## config.mk

```make
export PLATFORM = sky130hd
export DESIGN_NAME = psum_acc_quant
export DESIGN_NICKNAME = d
export VERILOG_FILES = /design/src/rtl/cnn_pkg.sv /design/src/rtl/psum_acc_ram.sv /design/src/rtl/psum_acc_quant.sv
export SDC_FILE = /design/constraint.sdc
export NUM_CORES = 1
export LEC_CHECK = 0
export BUFFER_PORTS_ARGS = -buffer_cell sky130_fd_sc_hd__buf_2
export CAP_MARGIN = 20
export CORE_MARGIN = 3
export CORE_UTILIZATION = 40
export CTS_BUF_LIST = sky130_fd_sc_hd__clkbuf_4 sky130_fd_sc_hd__clkbuf_8
export CTS_CLUSTER_DIAMETER = 120
export DETAILED_ROUTE_END_ITERATION = 10
export GPL_TIMING_DRIVEN = 1
export PLACE_DENSITY = 0.64
export RECOVER_POWER = 100
export SLEW_MARGIN = 25
export SYNTH_ARGS = -nofsm -noshare
export SYNTH_HDL_FRONTEND = slang
export SYNTH_HIERARCHICAL = 1
export SYNTH_SLANG_ARGS = --single-unit
```

## constraint.sdc

```tcl
create_clock -name clk -period 10.9 [get_ports clk]
set_clock_uncertainty 0.15 [all_clocks]
set_input_delay 1.09 -clock clk [delete_from_list [all_inputs] [get_ports clk]]
set_output_delay 1.09 -clock clk [all_outputs]
set_load 0.005 [all_outputs]
```

## src/rtl/cnn_pkg.sv

```systemverilog
// Shared CNN datapath definitions: default widths, stage FSM states, requantization helper.
package cnn_pkg;

    localparam int unsigned ACC_WIDTH = 24;
    localparam int unsigned OFM_WIDTH = 8;

    typedef enum logic [1:0] {
        IDLE  = 2'd0,
        ACCUM = 2'd1,
        FINAL = 2'd2,
        DRAIN = 2'd3
    } state_e;

    // Round half up, arithmetic right shift, then saturate to a signed ofm_w-bit range.
    function automatic logic signed [63:0] sat_round(input logic signed [63:0] s,
                                                     input int unsigned     shift,
                                                     input int unsigned     ofm_w);
        logic signed [63:0] r;
        logic signed [63:0] hi;
        logic signed [63:0] lo;
        r  = (s + (64'sd1 <<< (shift - 32'd1))) >>> shift;
        hi = (64'sd1 <<< (ofm_w - 32'd1)) - 64'sd1;
        lo = -(64'sd1 <<< (ofm_w - 32'd1));
        if (r > hi) return hi;
        if (r < lo) return lo;
        return r;
    endfunction

endpackage

```

## src/rtl/psum_acc_ram.sv

```systemverilog
// DEPTH x WIDTH register-file accumulator: asynchronous read, synchronous write, same cycle.
module psum_acc_ram #(
    parameter int unsigned DEPTH = 16,
    parameter int unsigned WIDTH = 24,
    parameter int unsigned AW    = (DEPTH > 1) ? $clog2(DEPTH) : 1
) (
    input  logic             clk,
    input  logic             we,
    input  logic [AW-1:0]    waddr,
    input  logic [WIDTH-1:0] wdata,
    input  logic [AW-1:0]    raddr,
    output logic [WIDTH-1:0] rdata
);

    logic [WIDTH-1:0] mem [DEPTH];

    // Contents need no reset: the first pass of every tile overwrites each entry.
    always_ff @(posedge clk) begin
        if (we) mem[waddr] <= wdata;
    end

    assign rdata = mem[raddr];

endmodule

```

## src/rtl/psum_acc_quant.sv

```systemverilog
// PE-column partial-sum accumulator with bias, requantization and valid/ready output.
// Build option: define PSUM_ACC_QUANT_RELU_EN to clamp negative sums to zero before the shift.
module psum_acc_quant #(
    parameter int unsigned PSUM_WIDTH = 16,
    parameter int unsigned ACC_WIDTH  = cnn_pkg::ACC_WIDTH,
    parameter int unsigned OFM_WIDTH  = cnn_pkg::OFM_WIDTH,
    parameter int unsigned DEPTH      = 16,
    parameter int unsigned NUM_PASS   = 4,
    parameter int unsigned SHIFT      = 4
) (
    input  logic                         clk,
    input  logic                         rst,
    input  logic                         start,
    input  logic signed [ACC_WIDTH-1:0]  bias,
    input  logic                         in_valid,
    output logic                         in_ready,
    input  logic signed [PSUM_WIDTH-1:0] psum_in,
    output logic                         out_valid,
    input  logic                         out_ready,
    output logic signed [OFM_WIDTH-1:0]  ofm_out,
    output logic                         busy,
    output logic                         done
);

    import cnn_pkg::*;

    localparam int unsigned PIX_W  = (DEPTH > 1) ? $clog2(DEPTH) : 1;
    localparam int unsigned PASS_W = (NUM_PASS > 1) ? $clog2(NUM_PASS) : 1;

    localparam logic [PIX_W-1:0]  PIX_LAST    = PIX_W'(DEPTH - 1);
    localparam logic [PASS_W-1:0] PASS_LAST   = PASS_W'(NUM_PASS - 1);
    localparam logic [PASS_W-1:0] PASS_PENULT = PASS_W'((NUM_PASS > 1) ? NUM_PASS - 2 : 0);

    state_e state;
    state_e state_nx;

    logic [PIX_W-1:0]  pix_cnt;
    logic [PASS_W-1:0] pass_cnt;
    logic              in_beat;
    logic              out_hs;
    logic              acc_we;

    logic signed [ACC_WIDTH-1:0] acc_rd;
    logic signed [ACC_WIDTH-1:0] acc_base;
    logic signed [ACC_WIDTH-1:0] acc_wr;
    logic signed [ACC_WIDTH-1:0] sum_s;
    logic signed [ACC_WIDTH-1:0] sum_q;
    logic signed [OFM_WIDTH-1:0] q_val;

    psum_acc_ram #(
        .DEPTH (DEPTH),
        .WIDTH (ACC_WIDTH),
        .AW    (PIX_W)
    ) u_ram (
        .clk   (clk),
        .we    (acc_we),
        .waddr (pix_cnt),
        .wdata (acc_wr),
        .raddr (pix_cnt),
        .rdata (acc_rd)
    );

    assign in_beat = in_valid && in_ready;
    assign out_hs  = out_valid && out_ready;

    // State register
    always_ff @(posedge clk) begin
        if (rst) state <= IDLE;
        else     state <= state_nx;
    end

    // Next-state logic
    always_comb begin
        state_nx = state;
        case (state)
            IDLE:  if (start) state_nx = (NUM_PASS > 1) ? ACCUM : FINAL;
            ACCUM: if (in_beat && pix_cnt == PIX_LAST && pass_cnt == PASS_PENULT) state_nx = FINAL;
            FINAL: if (in_beat && pix_cnt == PIX_LAST) state_nx = DRAIN;
            DRAIN: if (out_hs) state_nx = IDLE;
            default: state_nx = IDLE;
        endcase
    end

    // Output decode; FINAL accepts whenever the single output register frees up this cycle
    always_comb begin
        in_ready = 1'b0;
        acc_we   = 1'b0;
        case (state)
            ACCUM: begin
                in_ready = 1'b1;
                acc_we   = in_valid;
            end
            FINAL:   in_ready = !out_valid || out_ready;
            default: in_ready = 1'b0;
        endcase
    end

    // Pass 0 ignores stale RAM contents, so no clear is needed between tiles
    always_comb begin
        acc_base = (pass_cnt == '0) ? '0 : acc_rd;
        acc_wr   = acc_base + ACC_WIDTH'(psum_in);
        sum_s    = acc_wr + bias;
`ifdef PSUM_ACC_QUANT_RELU_EN
        sum_q    = sum_s[ACC_WIDTH-1] ? '0 : sum_s;
`else
        sum_q    = sum_s;
`endif
        q_val    = OFM_WIDTH'(sat_round(64'(sum_q), SHIFT, OFM_WIDTH));
    end

    always_ff @(posedge clk) begin
        if (rst) begin
            pix_cnt   <= '0;
            pass_cnt  <= '0;
            out_valid <= 1'b0;
            ofm_out   <= '0;
            done      <= 1'b0;
            busy      <= 1'b0;
        end else begin
            busy <= (state_nx != IDLE);
            done <= (state == DRAIN) && out_hs;

            if (state == IDLE && start) begin
                pix_cnt  <= '0;
                pass_cnt <= '0;
            end else if (in_beat) begin
                if (pix_cnt == PIX_LAST) begin
                    pix_cnt  <= '0;
                    pass_cnt <= (pass_cnt == PASS_LAST) ? '0 : pass_cnt + PASS_W'(1);
                end else begin
                    pix_cnt  <= pix_cnt + PIX_W'(1);
                end
            end

            if (in_beat && state == FINAL) begin
                out_valid <= 1'b1;
                ofm_out   <= q_val;
            end else if (out_hs) begin
                out_valid <= 1'b0;
            end
        end
    end

endmodule

```

# Word level (Yosys, flattened, before mapping)
# Memory sizes are Yosys's and may differ from the RTL's. A register that Yosys moved wholly into a read port is not among the register bits.
# Index checks and enable logic that the tools add are counted.
# word_totals
regBits	19
mem_bits_rw	384
in_bits	45
elab_cells	59
n_memories	1
# memory_table
memory	words	width	rd	rd_ports_with_merged_regs	write_ports	line	source
u_ram.mem	16	24	1	1	1	psum_acc_ram.sv:15	logic [WIDTH-1:0] mem [DEPTH];
# op_classes
add_sub_neg	5
n_lt_le_gt_ge	2
eq_ne	6
n_mux	23
reduce_logical	15
# op_table
operator	n
8-bit 2-to-1 mux	4
24-bit by 5-bit adder with 25-bit output (second input constant)	1
24-bit by 16-bit adder with 24-bit output	1
24-bit adder	1
24-bit 2-to-1 mux	1
21-bit by 8-bit > comparator with 1-bit output (second input constant)	1
21-bit by 8-bit less-than comparator with 1-bit output (second input constant)	1
4-bit 2-to-1 mux	3
2-bit 2-to-1 mux	5
2-bit == test (second input constant)	4
1-bit 2-to-1 mux	8
2-bit case mux with 4 select lines	1
1-bit logical AND	7
4-bit by 1-bit adder with 4-bit output (second input constant)	1
4-bit == test (second input constant)	1
2-bit zero test	2
2-bit nonzero test	2
2-bit by 1-bit adder with 2-bit output (second input constant)	1
2-bit by 1-bit == test with 1-bit output (second input constant)	1
1-bit case mux with 2 select lines	1
2-bit AND reduction	1
2-bit OR reduction	1
1-bit zero test	1
1-bit logical OR	1

# Depth between registers and ports, before layout
# Gate-level depths: netlist (run 1).
# logic_depth
ltp_word	10
ltp_mapped	35
depth_no_buf	31

# By module
# The synthesis (run 1) kept the hierarchy.
# by_module_without_submodules
mod	instances	cells_each	area_each_um2
psum_acc_ram	1	612	14450.1
psum_acc_quant	1	536	4112.7

# Worst setup path before layout (run 1)
# Ideal clock, no wire load.
# synth_path
kind	register to register
start	register, netlist name pix_cnt[0]
end	register ofm_out[0]
t_arrival_ns	7.466
required_ns	10.620
slack_ns	3.154
stages_incl_launch_ff	35
synth_period_minus_slack_ns	7.746
cell_sequence	dfxtp_1 -> clkbuf_1 -> buf_2 -> mux4_2 -> a22oi_1 -> nand2_1 -> nor2b_1 -> ha_1 -> fa_1 -> a21o_1 -> a21oi_1 -> o21bai_1 -> a21oi_1 -> nor2b_1 -> o21a_1 -> o31ai_1 -> a21oi_1 -> nand2_1 -> nand2b_1 -> a21oi_1 -> xnor2_1 -> ha_1 -> clkbuf_1 -> nand4_1 -> or3b_1 -> a21oi_1 -> nor3_1 -> a311oi_1 -> nand2_1 -> nor3_2 -> nor3b_2 -> mux2i_1 -> nand3_2 -> a32oi_1 -> o31ai_1
# synth_lines
element	line	source
end signal: assignment	psum_acc_quant.sv:137	ofm_out <= q_val;
end: declaration	psum_acc_quant.sv:20	output logic signed [OFM_WIDTH-1:0] ofm_out,

==> flow_summary.toml, run 1 <==
[outcome]
status = "finished with violations"
violations = "max-capacitance violations, max-slew violations"

[layout]
layout.cells.non_filler = 1918
fin_nets = 1375
syn_to_final_growth_pct = 12.25
drive_gt1_share_pct = 22.23
diodes = 0

[timing]
rsz0062_at_grt = "false"
hold_viol = 0
setup_viol = 0
post-route-min-period_ns = 9.269
timing.fmax_mhz = 107.9
tns_ns = 0
slew_headroom_pct = -49.72
drv_slew = 157
tightest_slew_ns = 2.246
period_share_pct = 85.04
finalWorstSetupSlack_ns = 1.631

[yosys]
yosysTopAreaCell = "edfxtp_1"
synth_compound_area_share_pct = 8.358
synth.area.top_cells = "edfxtp_1 62%, mux4_2 12%, ha_1 3.7%"
synth-edff-count = 384
synthSimpleGateAreaFrac_pct = 7.421
synth_fp_nets = 1249
synth_top_family_by_area = "multiplexers"
synth.area.mux_share_pct = 11.98
yosysMostFrequentCell = "edfxtp_1"
synth_ff_type = "edfxtp_1"
yosysWarnings = 6
synth_top_area_share_pct = 62.12
synth-xor-area-share_pct = 2.501
synth-adder-area-share_pct = 3.815
syn_avg_cell_area_sq_um = 16.17
synth_seq_area_share_pct = 64.17
ys_ff_latch = 403
async_flop_share_pct = 0
synth_cells = 1148
yosys-top-cells-count = "384 x edfxtp_1, 96 x mux4_2, 58 x nand2_1"
ys_types = 87
synth_area_sq_mm = 0.01856

[floorplanning]
core-area_sq_mm = 0.04558
die_h_um = 221.4
die_w_um = 221.4
rows = 78
io_pins = 57
start_util_pct = 40.73
die-area_sq_mm = 0.04903

[worst_setup_path]
path_delay_family = "compound AO/OA/AOI/OAI gates"
crit_arrival_ns = 9.57
r2r_end = "ofm_out[0]$_SDFFE_PP0P_"
critPathLaunch = "pix_cnt[1]$_SDFFE_PP0P_"
required_ns = 11.20
critPathSlowestCell = "clkbuf_1"
timing.critical_path.to = "ofm_out[0]$_SDFFE_PP0P_"
rrSetupSlack_ns = 1.63
crit_path_start_kind = "flop"
timing.rr.start = "pix_cnt[1]$_SDFFE_PP0P_"
crit_path_end_kind = "flop"
crit_cells = 23
r2r_cells = 23
critPathMaxStageDelay_ns = 1.41
path_cells = "buf_4, clkbuf_1, mux4_2, a22oi_1, nand2_1, nor2b_1, ha_1, a211oi_1, a21boi_0, xor2_2, ha_1, a21oi_1, o21ai_0, or3b_2, o211ai_1, o21ai_0, xnor2_1, nand3_1, nor3b_1, mux2i_1, nand3_2, a32oi_1, o31ai_1"
crit_type = "flop to flop"
worstPathMaxFanout = 45
path_buf_inv = 2

[detailed_routing]
dr.pass1.iters = 5
drc_errors = 0
drt-initial-drc-count = 1009
viasPerCell = 5.718
wl_per_cell_um = 23.61
routed_wl_um = 45290
vias = 10970
ant_nets = 0

[power]
p_leak_nw = 6.739
power.density_mw_per_mm2 = 161.1
ir_drop_v = 0.00007362

[place]
place_congestion = 0.8078
place_ws_ns = 2.111
placed_cells = 1804
portBuffers = 56
hpwl_um = 28740

[clock_network]
htree_num_levels = 3
clk_latency_ns = 0.59
numCtsBuffers = 67
cts_buffer_depth = 3
ctsResizeCount = 0
cts_hold_buf = 0
postCtsSetupBuffers = 0
clock_sinks = 403
cts_tree = "done"
root_buffer = "clkbuf_8"
clk_pin_slew_worst_paths_ns = 0.07

[global_route]
gr-total-overflow = 0
first_global_vias = 11200
grt.total_usage_pct = 18.21
grt_max_degree = 63
grt_pass1_wl_um = 67570
antenna_found_initial = 0

[run]
max-cap-violations = 9

[worst_hold_path]
hold_class = "flop to flop"
## worst min path at each step
| stage | start | to | slack [ns] | depth (start not counted) |
|---|---|---|---|---|
| after floorplan | ofm_out[7]$_SDFFE_PP0P_ | ofm_out[7]$_SDFFE_PP0P_ | 0.33 | 2 |
| after global placement | ofm_out[7]$_SDFFE_PP0P_ | ofm_out[7]$_SDFFE_PP0P_ | 0.33 | 2 |
| after detailed placement | ofm_out[7]$_SDFFE_PP0P_ | ofm_out[7]$_SDFFE_PP0P_ | 0.34 | 2 |
| after CTS | ofm_out[7]$_SDFFE_PP0P_ | ofm_out[7]$_SDFFE_PP0P_ | 0.36 | 2 |
| after global routing | out_valid$_SDFFE_PP0P_ | done$_SDFF_PP0_ | 0.43 | 1 |
| final | ofm_out[7]$_SDFFE_PP0P_ | ofm_out[7]$_SDFFE_PP0P_ | 0.35 | 2 |
## final cells by class
type                       instances  area (sq um)
fill                            3975         24740
sequential                       403         11920
multi-input combinational        673          6342
clock buffer                      86          1077
tap                              600         750.7
timing repair buffer             107         528.0
clock inverter                    27         137.6
inverter                          22         82.58
## layer usage
metal  up-vias  part of all wire [%]  GRT usage [%]
li1       4899                     -              -
met1      5595                    43          24.81
met2       385                    48          29.90
met3        88                   6.4          3.555
met4         0                   2.4          5.449
met5         -                     0              0
## registers in the layout (all words and copies together) (netlist names)
register / count
u_ram/mem: 384
ofm_out: 8
pix_cnt: 4
pass_cnt: 2
state: 2
busy: 1
done: 1
out_valid: 1
## tightest hold or removal path, delay by kind of cell, from the launching register on
family           cells  cell delay, ns
flip-flops           1            0.33
AO/OA/AOI/OAI        1            0.07
AND/OR/NAND/NOR      1            0.07
## logic make-up after synthesis
family,count (synthesis)
AND/OR/NAND/NOR,247
XOR/XNOR,53
multiplexers,102
buffers and inverters,72
AO/OA/AOI/OAI,215
flip-flops,403
adder cells (fa/ha/maj),56
## through the flow
step                utilization (%)  area (sq um)  hold WS (ns)  power, mW
finish                        45.72         20840        0.3544      3.356
floorplan                         -         18560        0.3330      2.063
CTS                           46.96         21400        0.3580      3.393
detailed placement            44.30         20190        0.3387      2.167
global route                  45.72         20840        0.4347      3.503
global placement              43.33         19750        0.3262      2.160
## cell usage in the layout, fill, tap and decap left out, types with 17 or more instances in the layout
| cell | count |
|---|---|
| a22oi_1 | 48 |
| nor2_1 | 48 |
| mux4_2 | 96 |
| clkbuf_8 | 69 |
| nor3_1 | 22 |
| xnor2_1 | 38 |
| clkbuf_4 | 17 |
| nor2b_1 | 30 |
| nand2_1 | 58 |
| clkbuf_1 | 46 |
| edfxtp_1 | 384 |
| o21ai_0 | 17 |
| a21oi_1 | 47 |
| buf_2 | 51 |
| ha_1 | 55 |
| inv_1 | 22 |
| dfxtp_1 | 17 |
## where the power goes
part / total, mW / internal [mW] / switching [mW]
Combinational: 0.392 / 0.171 / 0.222
Clock: 1.22 / 0.646 / 0.579
Sequential: 1.74 / 1.72 / 0.0171
Total: 3.36 / 2.54 / 0.818
Power figures use the tool's default switching activity.
==> run 2: changes to the inputs <==
CELL_PAD_IN_SITES_DETAIL_PLACEMENT = 0   (was not set)
CELL_PAD_IN_SITES_GLOBAL_PLACEMENT = 1   (was not set)
PLACE_DENSITY = 0.71   (was 0.64)
SLEW_MARGIN = not set   (was 25)
==> flow_summary.toml, run 2 (synthesized netlist as in run 1, its figures left out) <==
[worst_setup_path]
crit_path_start_kind = "flop"
critPathSlowestCell = "clkbuf_1"
required_ns = 11.24
path_buf_inv = 2
r2r_cells = 23
path_delay_family = "buffers and inverters"
r2r_end = "ofm_out[3]$_SDFFE_PP0P_"
timing.rr.start = "pix_cnt[1]$_SDFFE_PP0P_"
crit_path_end_kind = "flop"
worstPathMaxFanout = 55
path_cells = "clkbuf_1, mux4_2, a22oi_1, nand2_1, nor2b_1, ha_1, o21ai_0, nor2b_1, xnor2_1, buf_4, ha_1, nand4_1, or3b_1, a21oi_1, nor3_1, a311oi_1, nand2_1, nor3_1, nor3b_2, mux2i_1, nand3_2, a32oi_1, o31ai_1"
crit_arrival_ns = 9.78
critPathMaxStageDelay_ns = 2.32
rrSetupSlack_ns = 1.46
crit_type = "flop to flop"

[floorplanning]
io_pins = 57
die-area_sq_mm = 0.04903
die_w_um = 221.4
start_util_pct = 40.73
die_h_um = 221.4
rows = 78
core-area_sq_mm = 0.04558

[worst_hold_path]
hold_class = "flop to flop"
worstHoldStart = "ofm_out[7]$_SDFFE_PP0P_"
hold_path_end = "ofm_out[7]$_SDFFE_PP0P_"
holdPathStages = 2

[global_route]
grt_pass1_wl_um = 68100
grt.total_usage_pct = 18.35
first_global_vias = 11010
grt_max_degree = 58
gr-total-overflow = 0
antenna_found_initial = 0

[layout]
fill_cells = 3969
syn_to_final_growth_pct = 13.08
top_register = "u_ram/mem"
layout_commonest_cell = "edfxtp_1"
fin_nets = 1374
drive_gt1_share_pct = 22.70
final_cell_mix = "384 x edfxtp_1, 96 x mux4_2, 72 x clkbuf_8"
diodes = 0
top_regs = "u_ram/mem (384), ofm_out (8), pix_cnt (4)"
largest_register_ffs = 384

[timing]
tns_ns = 0
drv_slew = 260
period_share_pct = 86.61
slew_headroom_pct = -112.9
rsz0062_at_grt = "false"
hold_slack_ns = 0.3363
hold_viol = 0
timing.fmax_mhz = 105.9
post-route-min-period_ns = 9.441
setup_viol = 0
tightest_slew_ns = 3.193

[place]
portBuffers = 56
hpwl_um = 27700
place_congestion = 0.7743

[power]
p_leak_nw = 6.831
ir_drop_v = 0.00009196
power.density_mw_per_mm2 = 167.4

[run]
max-cap-violations = 12

[detailed_routing]
m1WireLength_um = 19980
top_layer = "met4"
dr.pass1.iters = 6
wl_met2_um = 21060
route.met3.wl_um = 3053
vias = 10810
viasPerCell = 5.610
drt-initial-drc-count = 949
routed_wl_um = 44900
drc_errors = 0
wl_per_cell_um = 23.31
ant_nets = 0

[clock_network]
clock_sinks = 403
htree_num_levels = 3
cts_tree = "done"
cts_hold_buf = 0
cts_buffer_depth = 3
clk_pin_slew_worst_paths_ns = 0.06
root_buffer = "clkbuf_8"
postCtsSetupBuffers = 0
numCtsBuffers = 70
clk_latency_ns = 0.63
ctsResizeCount = 0

[outcome]
violations = "max-capacitance violations, max-slew violations"
status = "finished with violations"
-- run 2: changes by cell type in the layout (fill, tap and decap cells not counted), sizes merged --
cell | before | now
inv | 24 | 26
clkbuf | 132 | 130
clkinv | 19 | 28
bufinv | 0 | 4
buf | 61 | 60
clkinvlp | 6 | 2
-- run 2: layer usage --
layer  vias up  GRT usage [%]
met5         -              0
met4         0          4.788
met3        64          3.582
met2       368          29.83
met1      5466          25.57
li1       4907              -
-- run 2: per-stage QoR --
stage	utilization (%)	power (mW)	cells	worst slack [ns]	cell area, sq um
after floorplan	-	2.063	1148	3.154	18560
after global placement	43.35	2.166	1793	2.264	19760
after detailed placement	43.41	2.168	1795	2.098	19790
after CTS	46.49	3.559	1920	2.081	21190
after global routing	46.06	3.668	1926	0.8563	20990
final	46.06	3.513	1926	1.459	20990
-- run 2: worst max-delay path by stage --
stage | from | endpoint | slack (ns) | depth (start not counted)
2_1_floorplan | pix_cnt[0]$_SDFFE_PP0P_ | ofm_out[0]$_SDFFE_PP0P_ | 3.15 | 34
3_3_place_gp | pix_cnt[1]$_SDFFE_PP0P_ | ofm_out[6]$_SDFFE_PP0P_ | 2.26 | 28
3_5_place_dp | pix_cnt[1]$_SDFFE_PP0P_ | ofm_out[3]$_SDFFE_PP0P_ | 2.10 | 28
4_1_cts | pix_cnt[1]$_SDFFE_PP0P_ | ofm_out[3]$_SDFFE_PP0P_ | 2.08 | 28
5_1_grt | pix_cnt[1]$_SDFFE_PP0P_ | ofm_out[1]$_SDFFE_PP0P_ | 0.86 | 23
6_report | pix_cnt[1]$_SDFFE_PP0P_ | ofm_out[3]$_SDFFE_PP0P_ | 1.46 | 23
-- run 2: layout make-up --
cell class	instances	area, sq um	area share, %
Clock inverter	38	296.5	1.413
Inverter	22	82.58	0.3934
Clock buffer	87	1104	5.257
Timing Repair Buffer	103	511.7	2.438
Multi-Input combinational cell	673	6327	30.14
Sequential cell	403	11920	56.78
Tap cell	600	750.7	3.576
-- run 2: report_power, final --
group,leakage (nW),internal (mW),switching [mW]
sequential,3.61,1.72,0.0161
combinational,2.48,0.171,0.223
clock,0.736,0.768,0.614
total,6.83,2.66,0.853
-- run 2: worst register-to-register path, delay by kind of cell (launching register included) --
kind            cells  cell delay [ns]
buf+inv             2             2.52
simple gates       10             2.20
compound gates      6             1.81
flops               1             0.89
fa+ha+maj           2             0.85
mux                 2             0.76
xor+xnor            1             0.12
